File: config.mk
export PLATFORM = sky130hd
export DESIGN_NAME = fetch_queue_flat
export DESIGN_NICKNAME = d
export VERILOG_FILES = /design/src/rtl/fetch_queue_pkg.sv /design/src/rtl/fetch_queue_if.sv /design/src/rtl/fetch_queue.sv /design/src/flat_wrapper.sv
export SDC_FILE = /design/constraint.sdc
export NUM_CORES = 2
export LEC_CHECK = 0
export CAP_MARGIN = 20
export CORE_MARGIN = 2
export CORE_UTILIZATION = 65
export CTS_CLUSTER_SIZE = 40
export DETAILED_ROUTE_END_ITERATION = 8
export GPL_ROUTABILITY_DRIVEN = 0
export HOLD_SLACK_MARGIN = 0.08
export PLACE_DENSITY = 0.85
export SYNTH_ARGS = -nofsm -noshare
export SYNTH_HDL_FRONTEND = slang
export SYNTH_SLANG_ARGS = --single-unit
File: constraint.sdc
create_clock -name clk -period 10.9 [get_ports clk]
set_clock_uncertainty 0.15 [all_clocks]
set_input_delay 1.635 -clock clk [delete_from_list [all_inputs] [get_ports clk]]
set_output_delay 1.635 -clock clk [all_outputs]
set_load 0.05 [all_outputs]
File: src/rtl/fetch_queue_pkg.sv
// Shared frontend types and default sizing for the fetch queue.
// Each queue entry is one instruction word tagged with its own PC.
package fetch_queue_pkg;

  localparam int FQ_IF_WIDTH = 2;
  localparam int FQ_ID_WIDTH = 2;
  localparam int FQ_DEPTH    = 16;

  localparam int FQ_OFS_W = $clog2(FQ_IF_WIDTH);
  localparam int FQ_PTR_W = $clog2(FQ_DEPTH);

  typedef struct packed {
    logic [31:0] inst;
    logic [31:0] pc;
  } fetch_entry_t;

  // A one-lane group has no slot field; keep the slot vector at least 1 bit wide.
  function automatic int slot_width(input int ofs);
    return (ofs > 0) ? ofs : 1;
  endfunction

endpackage

File: src/rtl/fetch_queue_if.sv
// Fetch-group input and decode output bundle of the fetch queue.
// The master drives fetch groups and decode ready; the slave is the queue itself.
interface fetch_queue_if
  import fetch_queue_pkg::*;
#(
  parameter int IF_WIDTH = FQ_IF_WIDTH,
  parameter int ID_WIDTH = FQ_ID_WIDTH
);

  logic                              prv_valid;
  logic                              prv_ready;
  logic [31:0]                       pc;
  logic [IF_WIDTH-1:0][31:0]         insts;
  logic [ID_WIDTH-1:0]               dec_valid;
  logic                              dec_ready;
  logic [ID_WIDTH-1:0][31:0]         dec_insts;
  logic [ID_WIDTH-1:0][31:0]         dec_pc;

  modport master (
    output prv_valid, pc, insts, dec_ready,
    input  prv_ready, dec_valid, dec_insts, dec_pc
  );

  modport slave (
    input  prv_valid, pc, insts, dec_ready,
    output prv_ready, dec_valid, dec_insts, dec_pc
  );

endinterface

File: src/rtl/fetch_queue.sv
// Decoupling FIFO between fetch and decode: drops lanes before the PC slot,
// stores survivors with their PCs, and presents up to ID_WIDTH oldest entries.
module fetch_queue
  import fetch_queue_pkg::*;
#(
  parameter int IF_WIDTH = FQ_IF_WIDTH,
  parameter int ID_WIDTH = FQ_ID_WIDTH,
  parameter int DEPTH    = FQ_DEPTH
) (
  input  logic         clk,
  input  logic         rst,
  input  logic         flush,
  fetch_queue_if.slave bus
);

  localparam int OFS    = $clog2(IF_WIDTH);
  localparam int SLOT_W = slot_width(OFS);
  localparam int PTR_W  = $clog2(DEPTH);
  localparam int CNT_W  = PTR_W + 1;

  localparam logic [CNT_W-1:0] DEPTH_C = CNT_W'(DEPTH);
  localparam logic [CNT_W-1:0] IFW_C   = CNT_W'(IF_WIDTH);
  localparam logic [CNT_W-1:0] IDW_C   = CNT_W'(ID_WIDTH);

  fetch_entry_t      mem [DEPTH];
  logic [PTR_W-1:0]  rd_ptr, wr_ptr;
  logic [CNT_W-1:0]  count;
  logic [CNT_W-1:0]  enq_n, deq_k;
  logic [SLOT_W-1:0] slot;
  logic [31:0]       base;
  logic              ready, enq, deq;
  logic [1:0]        unused_pc_lo;

  generate
    if (OFS > 0) begin : g_slot
      assign slot = bus.pc[OFS+1:2];
    end else begin : g_noslot
      assign slot = '0;
    end
  endgenerate

  assign base         = {bus.pc[31:OFS+2], {(OFS+2){1'b0}}};
  assign unused_pc_lo = bus.pc[1:0];

  // Ready looks only at the registered count, so a full group always fits.
  assign ready         = (DEPTH_C - count) >= IFW_C;
  assign bus.prv_ready = ready;

  assign enq   = bus.prv_valid && ready && !flush;
  assign deq   = bus.dec_ready && !flush;
  assign enq_n = IFW_C - CNT_W'(slot);
  assign deq_k = (count > IDW_C) ? IDW_C : count;

  always_ff @(posedge clk or posedge rst) begin
    if (rst) begin
      rd_ptr <= '0;
      wr_ptr <= '0;
      count  <= '0;
    end else if (flush) begin
      rd_ptr <= '0;
      wr_ptr <= '0;
      count  <= '0;
    end else begin
      if (enq) wr_ptr <= wr_ptr + enq_n[PTR_W-1:0];
      if (deq) rd_ptr <= rd_ptr + deq_k[PTR_W-1:0];
      count <= count + (enq ? enq_n : '0) - (deq ? deq_k : '0);
    end
  end

  // Lane i lands at wr_ptr + (i - slot); pointer truncation wraps each entry.
  always_ff @(posedge clk) begin
    for (int i = 0; i < IF_WIDTH; i++) begin
      if (enq && (SLOT_W'(i) >= slot)) begin
        mem[wr_ptr + PTR_W'(i) - PTR_W'(slot)] <= '{inst: bus.insts[i],
                                                    pc:   base + 32'(4 * i)};
      end
    end
  end

  generate
    for (genvar j = 0; j < ID_WIDTH; j++) begin : g_dec
      fetch_entry_t e;
      assign e                = mem[rd_ptr + PTR_W'(j)];
      assign bus.dec_valid[j] = count > CNT_W'(j);
      assign bus.dec_insts[j] = e.inst;
      assign bus.dec_pc[j]    = e.pc;
    end
  endgenerate

  a_count_bound: assert property (@(posedge clk) disable iff (rst) count <= DEPTH_C);

endmodule

File: src/flat_wrapper.sv
// flat-port wrapper written by rule: the top's interface ports become plain ports
module fetch_queue_flat import fetch_queue_pkg::*;
#(
  parameter int IF_WIDTH = FQ_IF_WIDTH,
  parameter int ID_WIDTH = FQ_ID_WIDTH,
  parameter int DEPTH    = FQ_DEPTH
)
  (clk, rst, flush, bus_prv_valid, bus_pc, bus_insts, bus_dec_ready, bus_prv_ready, bus_dec_valid, bus_dec_insts, bus_dec_pc);
  fetch_queue_if #(.IF_WIDTH(IF_WIDTH), .ID_WIDTH(ID_WIDTH)) bus_i ();
  input  logic clk;
  input  logic rst;
  input  logic flush;
  input wire logic [$bits(bus_i.prv_valid)-1:0] bus_prv_valid;
  input wire logic [$bits(bus_i.pc)-1:0] bus_pc;
  input wire logic [$bits(bus_i.insts)-1:0] bus_insts;
  input wire logic [$bits(bus_i.dec_ready)-1:0] bus_dec_ready;
  output wire logic [$bits(bus_i.prv_ready)-1:0] bus_prv_ready;
  output wire logic [$bits(bus_i.dec_valid)-1:0] bus_dec_valid;
  output wire logic [$bits(bus_i.dec_insts)-1:0] bus_dec_insts;
  output wire logic [$bits(bus_i.dec_pc)-1:0] bus_dec_pc;
  assign bus_i.prv_valid = bus_prv_valid;
  assign bus_i.pc = bus_pc;
  assign bus_i.insts = bus_insts;
  assign bus_i.dec_ready = bus_dec_ready;
  assign bus_prv_ready = bus_i.prv_ready;
  assign bus_dec_valid = bus_i.dec_valid;
  assign bus_dec_insts = bus_i.dec_insts;
  assign bus_dec_pc = bus_i.dec_pc;
  fetch_queue #(.IF_WIDTH(IF_WIDTH), .ID_WIDTH(ID_WIDTH), .DEPTH(DEPTH)) u_core (.clk(clk), .rst(rst), .flush(flush), .bus(bus_i));
endmodule
* Word-level counts from Yosys, hierarchy flattened *
Memories as Yosys holds them, arrays and structs flattened.
Cells that the tools add are included.

cells by class
  divide/modulo/power cells = 0
  eq/ne operators = 0
  reductions and logical operators = 8
  shifts and indexed selects = 0
  order comparisons = 6
  multiply operators = 0
  bitwise operators = 0
  multiplexer cells = 12
  $add $sub $neg = 11

operators by type and width
  cell                     number
  $add A32 B3 Y32 const B  1
  $mux W5                  4
  $mux W4                  4
  $gt A5 B1 Y1 const B     2
  $add A4 B1 Y4 const B    2
  $add A4 B4 Y4            2
  $sub A4 B1 Y4            2
  $add A5 B5 Y5            1
  $ge A5 B2 Y1 const B     1
  $gt A5 B2 Y1 const B     1
  $logic_and A1 B1 Y1      5
  $sub A5 B5 Y5            1
  $sub A5 B5 Y5 const A    1
  $mux W1                  4
  $reduce_bool A2 Y1       2
  $sub A2 B1 Y3 const A    1
  $ge A1 B1 Y1 const A     2
  $logic_not A1 Y1         1

storage, ports and cells
  logic and storage cells = 41
  bits in registers = 13
  memories kept = 1
  input port bits = 101
  bits in latches = 0
  ROM bits = 0
  RAM bits = 1024

memory list
  name        words  bits a word  rd ports  clocked after Yosys merged registers in  wr ports  RTL line           RTL
  u_core.mem  16     64           2         0                                        2         fetch_queue.sv:25  fetch_entry_t mem [DEPTH];

* Longest topological paths before layout *
  depth in word-level cells = 8
  gate-level depth with buffers = 16
  depth with buffers taken out = 14

* Worst setup path after synthesis *
Ideal clock, no wire load.

  kind = in2reg
  start = input port bus_pc[2]
  end = memory u_core.mem[13][10] in the netlist's numbering (enable)
  arrival time = 5.598 ns
  setup slack = 4.706 ns
  buffers on the path = 3
  stages = 10
  setup time = 0.446 ns
  cell sequence = clkbuf_1 > inv_1 > ha_1 > ha_1 > inv_1 > ha_1 > clkbuf_1 > or4_1 > o22ai_1 > clkbuf_1

RTL lines
  what         RTL line            RTL
  from (decl)  flat_wrapper.sv:14  input wire logic [$bits(bus_i.pc)-1:0] bus_pc;
  to (decl)    fetch_queue.sv:25

* Final worst setup path *
  start = register u_core.rd_ptr[0]
  end = output port bus_dec_pc[34]

between the ends
  word-level cells in the longest chain between the ends = 2

RTL lines
  what                    RTL line            RTL
  from (decl)             fetch_queue.sv:26   logic [PTR_W-1:0] rd_ptr, wr_ptr;
  from (signal assigned)  fetch_queue.sv:65   if (deq) rd_ptr <= rd_ptr + deq_k[PTR_W-1:0];
  $add A4 B1 Y4           fetch_queue.sv:83   assign e = mem[rd_ptr + PTR_W'(j)];
  $mem_v2 Z16 W64         -
  to (decl)               flat_wrapper.sv:20  output wire logic [$bits(bus_i.dec_pc)-1:0] bus_dec_pc;

No other way between the ends.

==> metrics.md <==
| Metric | Value |
|---|---|
| Syn-to-layout area delta | 10.72% |
| Worst min path class | register to register |
| Setup WS pre-CTS | 3.472 ns |
| Critical Path Max Stage Delay | 0.83 ns |
| CP max-delay cell | dfrtp_4 |
| Fin. Hold Viols | 0 |
| Area occupied by multi-input gates | 0.02414 mm2 |
| Initial antenna violation count | 26 |
| RSZ-0062 raised after global routing | no |
| Crit share post-route | 0.6939 |
| Crit path top cell by count | mux4_2 |
| Main synth FF type | edfxtp_1 |
| Cells after Synth | 3,545 |
| Util after Layout | 0.7279 |
| Die height | 297.7 um |
| Synth warn | 0 |
| First-pass GRT wire length | 251,100 um |
| Layout Cells excl Fill | 4,684 |
| Total leakage power | 20.08 nW |
| Initial Utilization | 0.6574 |
| Root Buffer Master | clkbuf_16 |
| CTS Buf Count | 103 |
| CTS tree | built |
| Hpwl dp | 90,120 um |
| Reg area | 0.02997 mm2 |
| Maxcap violations | 0 |
| Chip Width | 297.7 um |
| Critical path buffers and inverters | 3 |
| Peak VDD IR | 0.1623 mV |
| Critical Path End Type | output pin |
| Die area | 0.08862 mm2 |
| Total GRT Usage | 0.3861 |
| Tmin final | 7.563 ns |
| CP Class | register to output pin |
| Routed WL | 172,400 um |
| Max clock buf depth | 3 |
| Share of post-route cells with drive strength above 1 | 0.2419 |
| TritonRoute pass-1 iters | 8 |
| # hold bufs at CTS | 0 |
| Critical path peak fanout | 132 |
| Total grt overflow | 0 |
| Row cnt | 107 |
| Final setup viols | 0 |
| Mapped Avg Cell Area | 15.82 um2 |
| Post-synth cell types | 59 |
| Clock transition at path regs | 0.06 ns |
| Resize count post-CTS | 0 |
| Final net count | 3,564 |
| Post-CTS setup buffers | 0 |
| Design area | 0.06208 mm2 |
| Final Max Tran Viols | 0 |
| Drt first-iter violations | 6,498 |
| Post-synth EDFFs | 976 |
| Worst slew pin tran | 1.228 ns |
| Vias per cell | 8.211 |
| Total negative setup slack | 0 ns |
| Crit-path cells | buf_4 > ha_4 > buf_12 > mux4_2 > mux4_2 > clkdlybuf4s50_1 |
| Drt drc | 0 |
| # IOs | 232 |
| Total power | 12.63 mW |
| Number of global-route vias before repair | 39,204 |
| Final hold slack | 0.3450 ns |
| Synthesized flop and latch total | 1,005 |
| FILL cells | 4,883 |
| Slew margin rel. | 0.1810 |
| Critical Path RT | 9.12 ns |
| Cell Area, Placed | 0.05856 mm2 |
| CTS H-tree lvls | 3 |
| Post-Syn Area | 0.05607 mm2 |
| Placed cells | 4,473 |
| Via count | 38,462 |
| Final ANT Viol Nets | 0 |
| Power density cells | 203.4 mW/mm2 |
| WL per Instance | 36.81 um |
| # port buffers | 225 |
| CP startpoint kind | register |
| Setup WS post-layout | 3.337 ns |
| Clk sinks | 1,005 |
| Core area | 0.08528 mm2 |
| Max Fclk | 132.2 MHz |
| Largest net degree at the start of global routing | 172 |
| Critical path's top delay family | buffers and inverters |
| Sequential share of the synthesized area | 0.5343 |
| Critical Path AT | 5.78 ns |
| Status | finished, final reports clean |
| Asr flop ratio synth | 0.01294 |
| Clock Latency Late Sink | 0.67 ns |
## cell usage in the layout (no fill, tap or decap), drive strengths merged, types with 7 or more instances in the layout
cell,netlist,layout
edfxtp,976,976
mux4,558,558
a32o,384,384
and2,282,282
nor2b,248,248
clkdlybuf4s50,0,225
a22o,128,128
clkbuf,311,122
buf,217,85
a211oi,65,65
clkinv,0,63
a21oi,61,61
mux2i,51,51
nand2,43,43
nor2,23,23
ha,22,22
a21o,21,21
inv,27,20
dfxtp,16,16
diode,0,14
a31oi,13,13
dfrtp,13,13
nor4,11,11
bufinv,0,9
xor2,9,9
nand2b,8,8
o21ai,8,8
nor3,8,8
conb,2,7
clkinvlp,0,7
## path summary, 6_finish.rpt
path	start	endpoint	slack (ns)	depth (start not counted)
max	u_core.rd_ptr[0]	bus_dec_pc[34]	3.34	6
min	u_core.mem[14][2]	u_core.mem[14][2]	0.35	2
max reg2reg	u_core.count[1]	u_core.mem[5][15]	5.18	12
min reg2reg	u_core.mem[14][2]	u_core.mem[14][2]	0.35	2
max in group asynchronous	rst	u_core.rd_ptr[0]	9.03	2
min in group asynchronous	rst	u_core.wr_ptr[2]	1.17	2
## logic make-up after synthesis
group	count (synthesis)	synth area share
AOI/OAI and AO/OA	688	0.1090
DFF	1005	0.5343
other	2	0.0001340
and+or+nand+nor	645	0.07307
adders and majority gates	26	0.006338
xor gates and xnor gates	15	0.002857
buffers and inverters	555	0.04104
muxes	609	0.2333
## state kept, by name (all words and copies together), names as in the netlist
register,flops
u_core.mem,992
u_core.count,5
u_core.rd_ptr,4
u_core.wr_ptr,4
## cell usage after synthesis (16+ instances only)
cell | count | area (um2)
edfxtp_1 | 976 | 29310
mux4_2 | 558 | 12570
a32o_1 | 384 | 3844
clkbuf_1 | 309 | 1160
and2_1 | 280 | 1752
nor2b_1 | 248 | 1551
a22o_1 | 128 | 1121
buf_2 | 102 | 510.5
buf_1 | 99 | 371.6
a211oi_1 | 65 | 488.0
a21oi_1 | 61 | 305.3
mux2i_1 | 51 | 510.5
nand2_1 | 43 | 161.4
inv_1 | 27 | 101.4
ha_1 | 22 | 275.3
a21o_1 | 21 | 157.7
nor2_1 | 19 | 71.32
dfxtp_1 | 16 | 320.3
## power by group
part	leakage, nW	switching (mW)	total, mW	internal, mW
clock network	1.65	1.53	3.58	2.05
logic	8.15	2.82	4.41	1.59
registers	10.3	0.167	4.64	4.47
## worst min-delay path: cells and delay by family, from the launching register on
family	cells	cell delay, ns
and+or+nand+nor	1	0.05
AOI/OAI and AO/OA	1	0.08
DFF	1	0.32
## metal layers
| metal | track usage | share of wire |
|---|---|---|
| met1 | 0.4859 | 0.31 |
| met2 | 0.6007 | 0.47 |
| met3 | 0.1130 | 0.15 |
| met4 | 0.2305 | 0.067 |
| met5 | 0.002165 | 0.00078 |
## layout make-up
cell class,count,share of cell area
antenna,14,0.0005644
clock inverter,72,0.009292
clock buffer,122,0.04537
sequential,1005,0.4828
multi-input combinational,1990,0.3888
timing repair buffer,310,0.04833
inverter,27,0.001794
tap,1144,0.02306
Note: power is estimated with default switching activity, not from simulation.
